--- src/rtl/rng_readout.sv ---
`default_nettype none
// ============================================================================
//  Module   : rng_readout
//  Brief    : Captures RNG words on in_valid rising edges into a small FIFO
//             and shows the head word one SEG_W-bit segment at a time.
//  Revision : 1.0
// ============================================================================
module rng_readout #(
    parameter  int DATA_W = 512,
    parameter  int SEG_W  = 8,
    parameter  int DEPTH  = 4,
    localparam int NSEG   = DATA_W / SEG_W,
    localparam int IW     = (NSEG > 1) ? $clog2(NSEG) : 1,
    localparam int CW     = $clog2(DEPTH + 1)
) (
    input  logic              clk,
    input  logic              rst_n,
    input  logic              in_valid,
    input  logic [DATA_W-1:0] in_data,
    input  logic              next_seg,
    input  logic              clear_ovf,
    output logic [SEG_W-1:0]  out_seg,
    output logic [IW-1:0]     seg_idx,
    output logic              word_avail,
    output logic [CW-1:0]     count,
    output logic              full,
    output logic              overflow
);

    localparam int              PW          = $clog2(DEPTH);
    localparam logic [0:0]      c_st_empty  = 1'b0;
    localparam logic [0:0]      c_st_show   = 1'b1;
    localparam logic [CW-1:0]   c_depth     = CW'(DEPTH);
    localparam logic [CW-1:0]   c_one       = CW'(1);
    localparam logic [IW-1:0]   c_last_seg  = IW'(NSEG - 1);

    generate
        if ((DATA_W % SEG_W) != 0) begin : g_chk_seg
            $error("rng_readout: DATA_W must be an integer multiple of SEG_W");
        end
        if ((DEPTH < 2) || ((DEPTH & (DEPTH - 1)) != 0)) begin : g_chk_depth
            $error("rng_readout: DEPTH must be a power of two and >= 2");
        end
    endgenerate

    logic [0:0]        r_state;
    logic [0:0]        w_state_nxt;
    logic              r_valid_q;
    logic [PW-1:0]     r_wr_ptr;
    logic [PW-1:0]     r_rd_ptr;
    logic [CW-1:0]     r_count;
    logic [CW-1:0]     w_count_nxt;
    logic              r_full;
    logic              r_avail;
    logic              r_ovf;
    logic [IW-1:0]     r_seg_idx;
    logic [SEG_W-1:0]  r_out_seg;
    logic [DATA_W-1:0] r_mem [DEPTH];

    logic              w_capture;
    logic              w_show;
    logic              w_adv;
    logic              w_pop;
    logic              w_push;
    logic              w_drop;
    logic [DATA_W-1:0] w_head;
    logic [SEG_W-1:0]  w_segs [NSEG];

    // One capture per 0->1 of in_valid; the edge register starts at 0 so a
    // level already high at reset release still produces a capture.
    assign w_capture = in_valid & ~r_valid_q;
    assign w_head    = r_mem[r_rd_ptr];

    generate
        for (genvar gi = 0; gi < NSEG; gi++) begin : g_seg
            assign w_segs[gi] = w_head[gi*SEG_W +: SEG_W];
        end
    endgenerate

    // ---------------- FSM: state register ----------------
    always_ff @(posedge clk or negedge rst_n) begin
        if (!rst_n) begin
            r_state <= c_st_empty;
        end else begin
            r_state <= w_state_nxt;
        end
    end

    // ---------------- FSM: next-state logic ----------------
    always_comb begin
        w_state_nxt = r_state;
        case (r_state)
            c_st_empty: if (w_push) w_state_nxt = c_st_show;
            c_st_show:  if (w_pop && !w_push && (r_count == c_one)) w_state_nxt = c_st_empty;
            default:    w_state_nxt = c_st_empty;
        endcase
    end

    // ---------------- FSM: output / control decode ----------------
    always_comb begin
        w_show = (r_state == c_st_show);
        w_adv  = w_show & next_seg;
        w_pop  = w_adv & (r_seg_idx == c_last_seg);
        // A pop in the same cycle frees a slot, so a full FIFO still accepts.
        w_push = w_capture & (~r_full | w_pop);
        w_drop = w_capture & r_full & ~w_pop;
    end

    always_comb begin
        w_count_nxt = r_count;
        case ({w_push, w_pop})
            2'b10:   w_count_nxt = r_count + c_one;
            2'b01:   w_count_nxt = r_count - c_one;
            default: w_count_nxt = r_count;
        endcase
    end

    always_ff @(posedge clk or negedge rst_n) begin
        if (!rst_n) begin
            r_valid_q <= 1'b0;
            r_wr_ptr  <= '0;
            r_rd_ptr  <= '0;
            r_count   <= '0;
            r_full    <= 1'b0;
            r_avail   <= 1'b0;
            r_ovf     <= 1'b0;
            r_seg_idx <= '0;
            r_out_seg <= '0;
        end else begin
            r_valid_q <= in_valid;
            r_count   <= w_count_nxt;
            r_full    <= (w_count_nxt == c_depth);
            r_avail   <= (w_count_nxt != '0);
            if (w_push) r_wr_ptr <= r_wr_ptr + PW'(1);
            if (w_pop)  r_rd_ptr <= r_rd_ptr + PW'(1);
            if (w_pop) begin
                r_seg_idx <= '0;
            end else if (w_adv) begin
                r_seg_idx <= r_seg_idx + IW'(1);
            end
            // A drop in the same cycle as clear_ovf wins.
            if (w_drop) begin
                r_ovf <= 1'b1;
            end else if (clear_ovf) begin
                r_ovf <= 1'b0;
            end
            r_out_seg <= w_show ? w_segs[r_seg_idx] : '0;
        end
    end

    // Storage is deliberately left unreset; the pointers define validity.
    always_ff @(posedge clk) begin
        if (w_push) r_mem[r_wr_ptr] <= in_data;
    end

    assign out_seg    = r_out_seg;
    assign seg_idx    = r_seg_idx;
    assign word_avail = r_avail;
    assign count      = r_count;
    assign full       = r_full;
    assign overflow   = r_ovf;

endmodule
`default_nettype wire

--- config.mk ---
export PLATFORM = sky130hd
export DESIGN_NAME = rng_readout
export DESIGN_NICKNAME = d
export VERILOG_FILES = /design/src/rtl/rng_readout.sv
export SDC_FILE = /design/constraint.sdc
export NUM_CORES = 2
export LEC_CHECK = 0
export CAP_MARGIN = 20
export CORE_MARGIN = 2
export CORE_UTILIZATION = 44
export DETAILED_ROUTE_END_ITERATION = 8
export PLACE_DENSITY = 0.69
export SKIP_CTS_REPAIR_TIMING = 1
export SLEW_MARGIN = 20
export SYNTH_ARGS = -nofsm -noshare
export SYNTH_HDL_FRONTEND = slang
export SYNTH_SLANG_ARGS = --single-unit
--- constraint.sdc ---
create_clock -name clk -period 15.85 [get_ports clk]
set_input_delay 4.755 -clock clk [delete_from_list [all_inputs] [get_ports clk]]
set_output_delay 4.755 -clock clk [all_outputs]
set_load 0.02 [all_outputs]
# == Word-level counts from Yosys, hierarchy flattened ==
# Memory sizes are Yosys's and may differ from the RTL's.
# Cells that the tools add are included.
# W data, S select, Z words.
# totals
regBits,26
latch_bits,0
ramBits,2048
romBits,0
in_bits,517
out_inout_bits,20
memories,1
# op_classes
add_sub_neg,5
multipliers,0
div,0
order_cmp,1
n_eq_ne,5
n_shift,0
muxes,13
n_bitwise,12
n_reduce_logical,6
# memory_table
name,depth,word_bits,read_ports,rd_clocked_by_memory_dff,write_ports,line,text
r_mem,4,512,1,0,1,58,logic [DATA_W-1:0] r_mem [DEPTH];
# ops
cell,count
$bmux W8 S6,1
$mux W8,3
$mux W6,2
$ge A7 B7 Y1 const B,1
$not A6 Y7,1
$add A6 B1 Y6 const B,1
$and A1 B1 Y1,6
$eq A6 B6 Y1 const B,1
$pmux W3 S2,1
$mux W1,5
$add A2 B1 Y2 const B,2
$not A1 Y1,4
$reduce_bool A2 Y1,2
$add A3 B1 Y3 const B,1
$eq A3 B1 Y1 const B,1
$eq A3 B3 Y1 const B,1
$reduce_bool A3 Y1,1
$sub A3 B1 Y3 const B,1
$eq A2 B1 Y1 const B,1
$eq A2 B2 Y1 const B,1
$logic_and A1 B1 Y1,2
$pmux W1 S2,1
$logic_not A1 Y1,1
$or A1 B1 Y1,1

# == Longest topological paths before layout ==
# depth
word_depth,9
depth_mapped,13
ltp_nobuf,12

# == Worst setup path after synthesis ==
# No wires, ideal clock.
# synth_path
path_type,input-to-reg
startpoint,input next_seg
endpoint,memory r_mem[0][0] (enable)
arrival_time_ps,17302
required_ps,14907
slack_ps,-2395
stages,6
path_buffers,1
path_cell_list,and3_1 > and3_1 > buf_2 > inv_1 > a21oi_1 > and2_1
# synth_between
elab_chain_len,6
# synth_rtl
element,line,text
"start, declared",20,"input logic next_seg,"
$and A1 B1 Y1,102,w_adv = w_show & next_seg;
$and A1 B1 Y1,103,w_pop = w_adv & (r_seg_idx == c_last_seg);
$or A1 B1 Y1,105,w_push = w_capture & (~r_full | w_pop);
$and A1 B1 Y1,105,
named net w_push,64,logic w_push;
$mux W1,153,if (w_push) r_mem[r_wr_ptr] <= in_data;
$mux W1 (not written as such),153,
"end, declared",58,
# The timed path passes the listed nets, and every way through them passes these cells.

# == Worst setup path after layout ==
# layout_path
startpoint,input next_seg
endpoint,memory r_mem[2][124] (enable)
# The elaborated chain is that of the path after synthesis.

==> reports/results.txt <==
Hold Vio Cnt, Final: 0
ys async rst share: 1.25%
H-Tree Depth: 4
Die X-Extent: 431 µm
CTS root buffer: clkbuf_16
minimum clock period: 8.96 ns
Max-cap violations: 0
slew margin rel.: 18.8%
yosys warns: 0
number of synthesized flops with an enable pin: 2,048
RSZ-0062 raised after global routing: no
critical path required time: 16.31 ns
drt drc: 0
R2R cell count: 9
Placer Congestion: 0.806
Synth Flop Type: edfxtp_1
Hold Slack: 0.540 ns
Overall Global Routing Usage: 23.9%
Post-DP HPWL: 147 mm
Setup TNS Final: 0 ns
FF-to-FF End: out_seg[7]
Reg area: 0.0622 mm²
clock latency on the worst-skew pair: 0.86 ns
Detailed Route Iter0 Violations: 4,385
worst r2r src: r_rd_ptr[0]
Max Freq: 112 MHz
DR WL/cell: 32.3 µm
CTS Buf Count: 205
number of I/O pins: 537
PnR worst setup slack: 6.89 ns
Area growth syn-to-layout: 17.7%
endpoints failing setup: 0
Worst-Margin Slew: 1.18 ns
CP Capture Type: register
Slew Limit Fails: 0
Lkg Pwr: 0.0287 µW
antenna-violating nets left: 0
die area: 0.186 mm²
minimum setup slack among reg-to-reg paths: 10.30 ns
status: finished, final reports clean
Place WS: 6.00 ns
Rows: 156
Congestion Overflow GR: 0
hold path depth: 2
Synth Area per Inst: 21.4 µm²
vias in the first global route: 40,900
fin nets: 4,888
clock-pin slew on the worst setup and hold paths: 0.06 ns
first-pass GRT wire length: 311 mm
layout cell share with drive strength beyond 1: 16.4%
DR vias: 41,100
antenna violations before repair: 134
min-delay src: overflow
largest net degree at the start of global routing: 133
Startpoint Class: input port
CTS tree: done
multi-input logic area: 0.0164 mm²
PortBufs: 536
Cell Area, Synth: 0.0802 mm²
Initial Utilization: 44.3%
CP max FO: 127
Die Span Y: 431 µm
register area share after synthesis: 77.5%
number of synthesized register bits: 2,074
router iterations before antenna repair: 6
Synth Net Count: 4,268
kind of critical path: in2reg
Hold Crit Endpoint: overflow
Power Density: 151 mW/mm²
worst-case vdd ir drop: 0.0000924 V
fin crit share: 56.5%
Total Wirelength: 225 mm
Mapped Cells: 3,740
# clock sinks: 2,074
vias per cell: 5.91
Max clock buf depth: 3
Fin Clk Skew: 0.0548 ns
Unique masters post-synth: 66
Hold Crit Class: reg2reg
filler cell count: 14,000
CP Data Arrival Time: 9.42 ns
Core Region: 0.181 mm²
[layer usage]
| metal | GRT usage (%) | share of wire, % | up-vias |
|---|---|---|---|
| li1 | - | - | 17200 |
| met1 | 30.0 | 37 | 21500 |
| met2 | 39.4 | 51 | 1879 |
| met3 | 5.65 | 8.2 | 464 |
| met4 | 11.3 | 4.3 | 72 |
| met5 | 0 | 0.19 | - |
[worst max path at each step]
stage / startpoint / endpoint / slack, ns / depth (start not counted)
floorplan: next_seg / r_mem[3][0] / -2.39 / 6
global placement: next_seg / r_mem[2][328] / 6.08 / 10
global route: next_seg / r_mem[1][496] / 6.64 / 9
CTS: next_seg / r_mem[1][496] / 6.89 / 9
finish: next_seg / r_mem[2][124] / 6.89 / 10
detailed placement: next_seg / r_mem[1][496] / 6.00 / 9
[logic make-up (layout without fill, tap and decap cells)]
group | after synthesis | in the layout | share of synthesized area, %
AND/OR/NAND/NOR | 337 | 337 | 2.03
other | 0 | 51 | 0
XOR/XNOR | 7 | 7 | 0.0765
flip-flops | 2074 | 2074 | 77.5
buffers and inverters | 218 | 1009 | 2.11
multiplexers | 683 | 683 | 14.5
AO/OA/AOI/OAI | 410 | 410 | 3.57
adder cells (fa/ha/maj) | 11 | 11 | 0.172
[synthesized netlist by cell type, types with 3 or more instances]
master / instances / area, µm²
edfxtp_1: 2048 / 61500
mux4_2: 335 / 7540
mux2i_1: 305 / 3050
nand2_1: 117 / 439
o22ai_1: 86 / 538
o221ai_1: 72 / 631
a21oi_1: 65 / 325
buf_2: 61 / 305
nor2_1: 56 / 210
nor3_1: 53 / 265
a22oi_1: 49 / 368
o21ai_0: 42 / 210
clkbuf_1: 40 / 150
mux4_1: 38 / 998
buf_6: 36 / 405
nor4_1: 31 / 194
a211oi_1: 29 / 218
buf_8: 27 / 405
dfrtp_1: 26 / 651
nand3_1: 18 / 90.1
buf_4: 16 / 120
nand4_1: 14 / 87.6
a31oi_1: 13 / 81.3
o31ai_1: 12 / 90.1
and2_1: 11 / 68.8
ha_1: 11 / 138
inv_1: 11 / 41.3
buf_1: 10 / 37.5
and3_1: 8 / 50.1
clkbuf_8: 8 / 110
a2111oi_0: 7 / 61.3
or3_1: 7 / 43.8
a22o_1: 6 / 52.6
clkbuf_4: 5 / 37.5
mux2_2: 5 / 56.3
xnor2_1: 5 / 43.8
a221oi_1: 4 / 35.0
buf_12: 4 / 80.1
nand3b_1: 4 / 30.0
o32ai_1: 4 / 35.0
a31o_1: 3 / 26.3
and3b_1: 3 / 26.3
nor2b_1: 3 / 18.8
[metrics by stage]
stage / area, µm² / util, % / power (µW) / cells
after global placement: 87700 / 48.5 / 9610 / 6523
after floorplan: 80200 / - / 8480 / 3740
after CTS: 94300 / 52.1 / 14300 / 6901
after detailed placement: 87700 / 48.5 / 9650 / 6523
after global routing: 94400 / 52.2 / 14700 / 6938
final: 94400 / 52.2 / 14200 / 6952
[where the power goes]
group	leakage (µW)	internal, µW	switching, µW
registers	0.0189	6640	169
logic	0.00656	829	1890
clock network	0.00320	2640	2070
[placed cells by master (no fill, tap or decap), drive strengths merged, types with 4 or more instances in the layout]
cell type	netlist	routed
edfxtp	2048	2048
clkdlybuf4s50	0	535
mux4	373	373
mux2i	305	305
clkbuf	53	250
nand2	117	117
clkinv	0	101
o22ai	86	86
buf	154	85
o221ai	74	74
a21oi	65	65
nor2	56	56
nor3	53	53
diode	0	51
a22oi	49	49
o21ai	42	42
nor4	31	31
a211oi	30	30
dfrtp	26	26
inv	11	19
nand3	18	18
nand4	14	14
bufinv	0	14
a31oi	13	13
o31ai	12	12
ha	11	11
and2	11	11
a2111oi	10	10
and3	8	8
or3	7	7
a22o	6	6
mux2	5	5
xnor2	5	5
clkinvlp	0	5
nand3b	4	4
a221oi	4	4
o32ai	4	4
[layout make-up]
type                       count  area share (%)
antenna                       51           0.135
timing repair buffer         620            6.50
clock inverter               128            1.28
sequential                  2074            65.8
clock buffer                 250            5.67
multi-input combinational   1448            17.4
tap                         2370            3.14
inverter                      11          0.0477
[critical path: stages]
cell and delay (ns):
clkdlybuf4s50_1 0.62, and3_1 0.26, and3_1 0.18, buf_4 0.21
inv_1 0.12, a21oi_1 0.61, and2_4 0.53, buf_4 0.62
buf_12 0.62, buf_4 0.65
[registers in the layout, summed over array words and instances, names as in the netlist, 2 cells and up]
register	flops
r_rd_ptr	2
r_mem	2048
count	3
out_seg	8
seg_idx	6
r_wr_ptr	2
No activity file was read; power rests on OpenSTA's default activity.
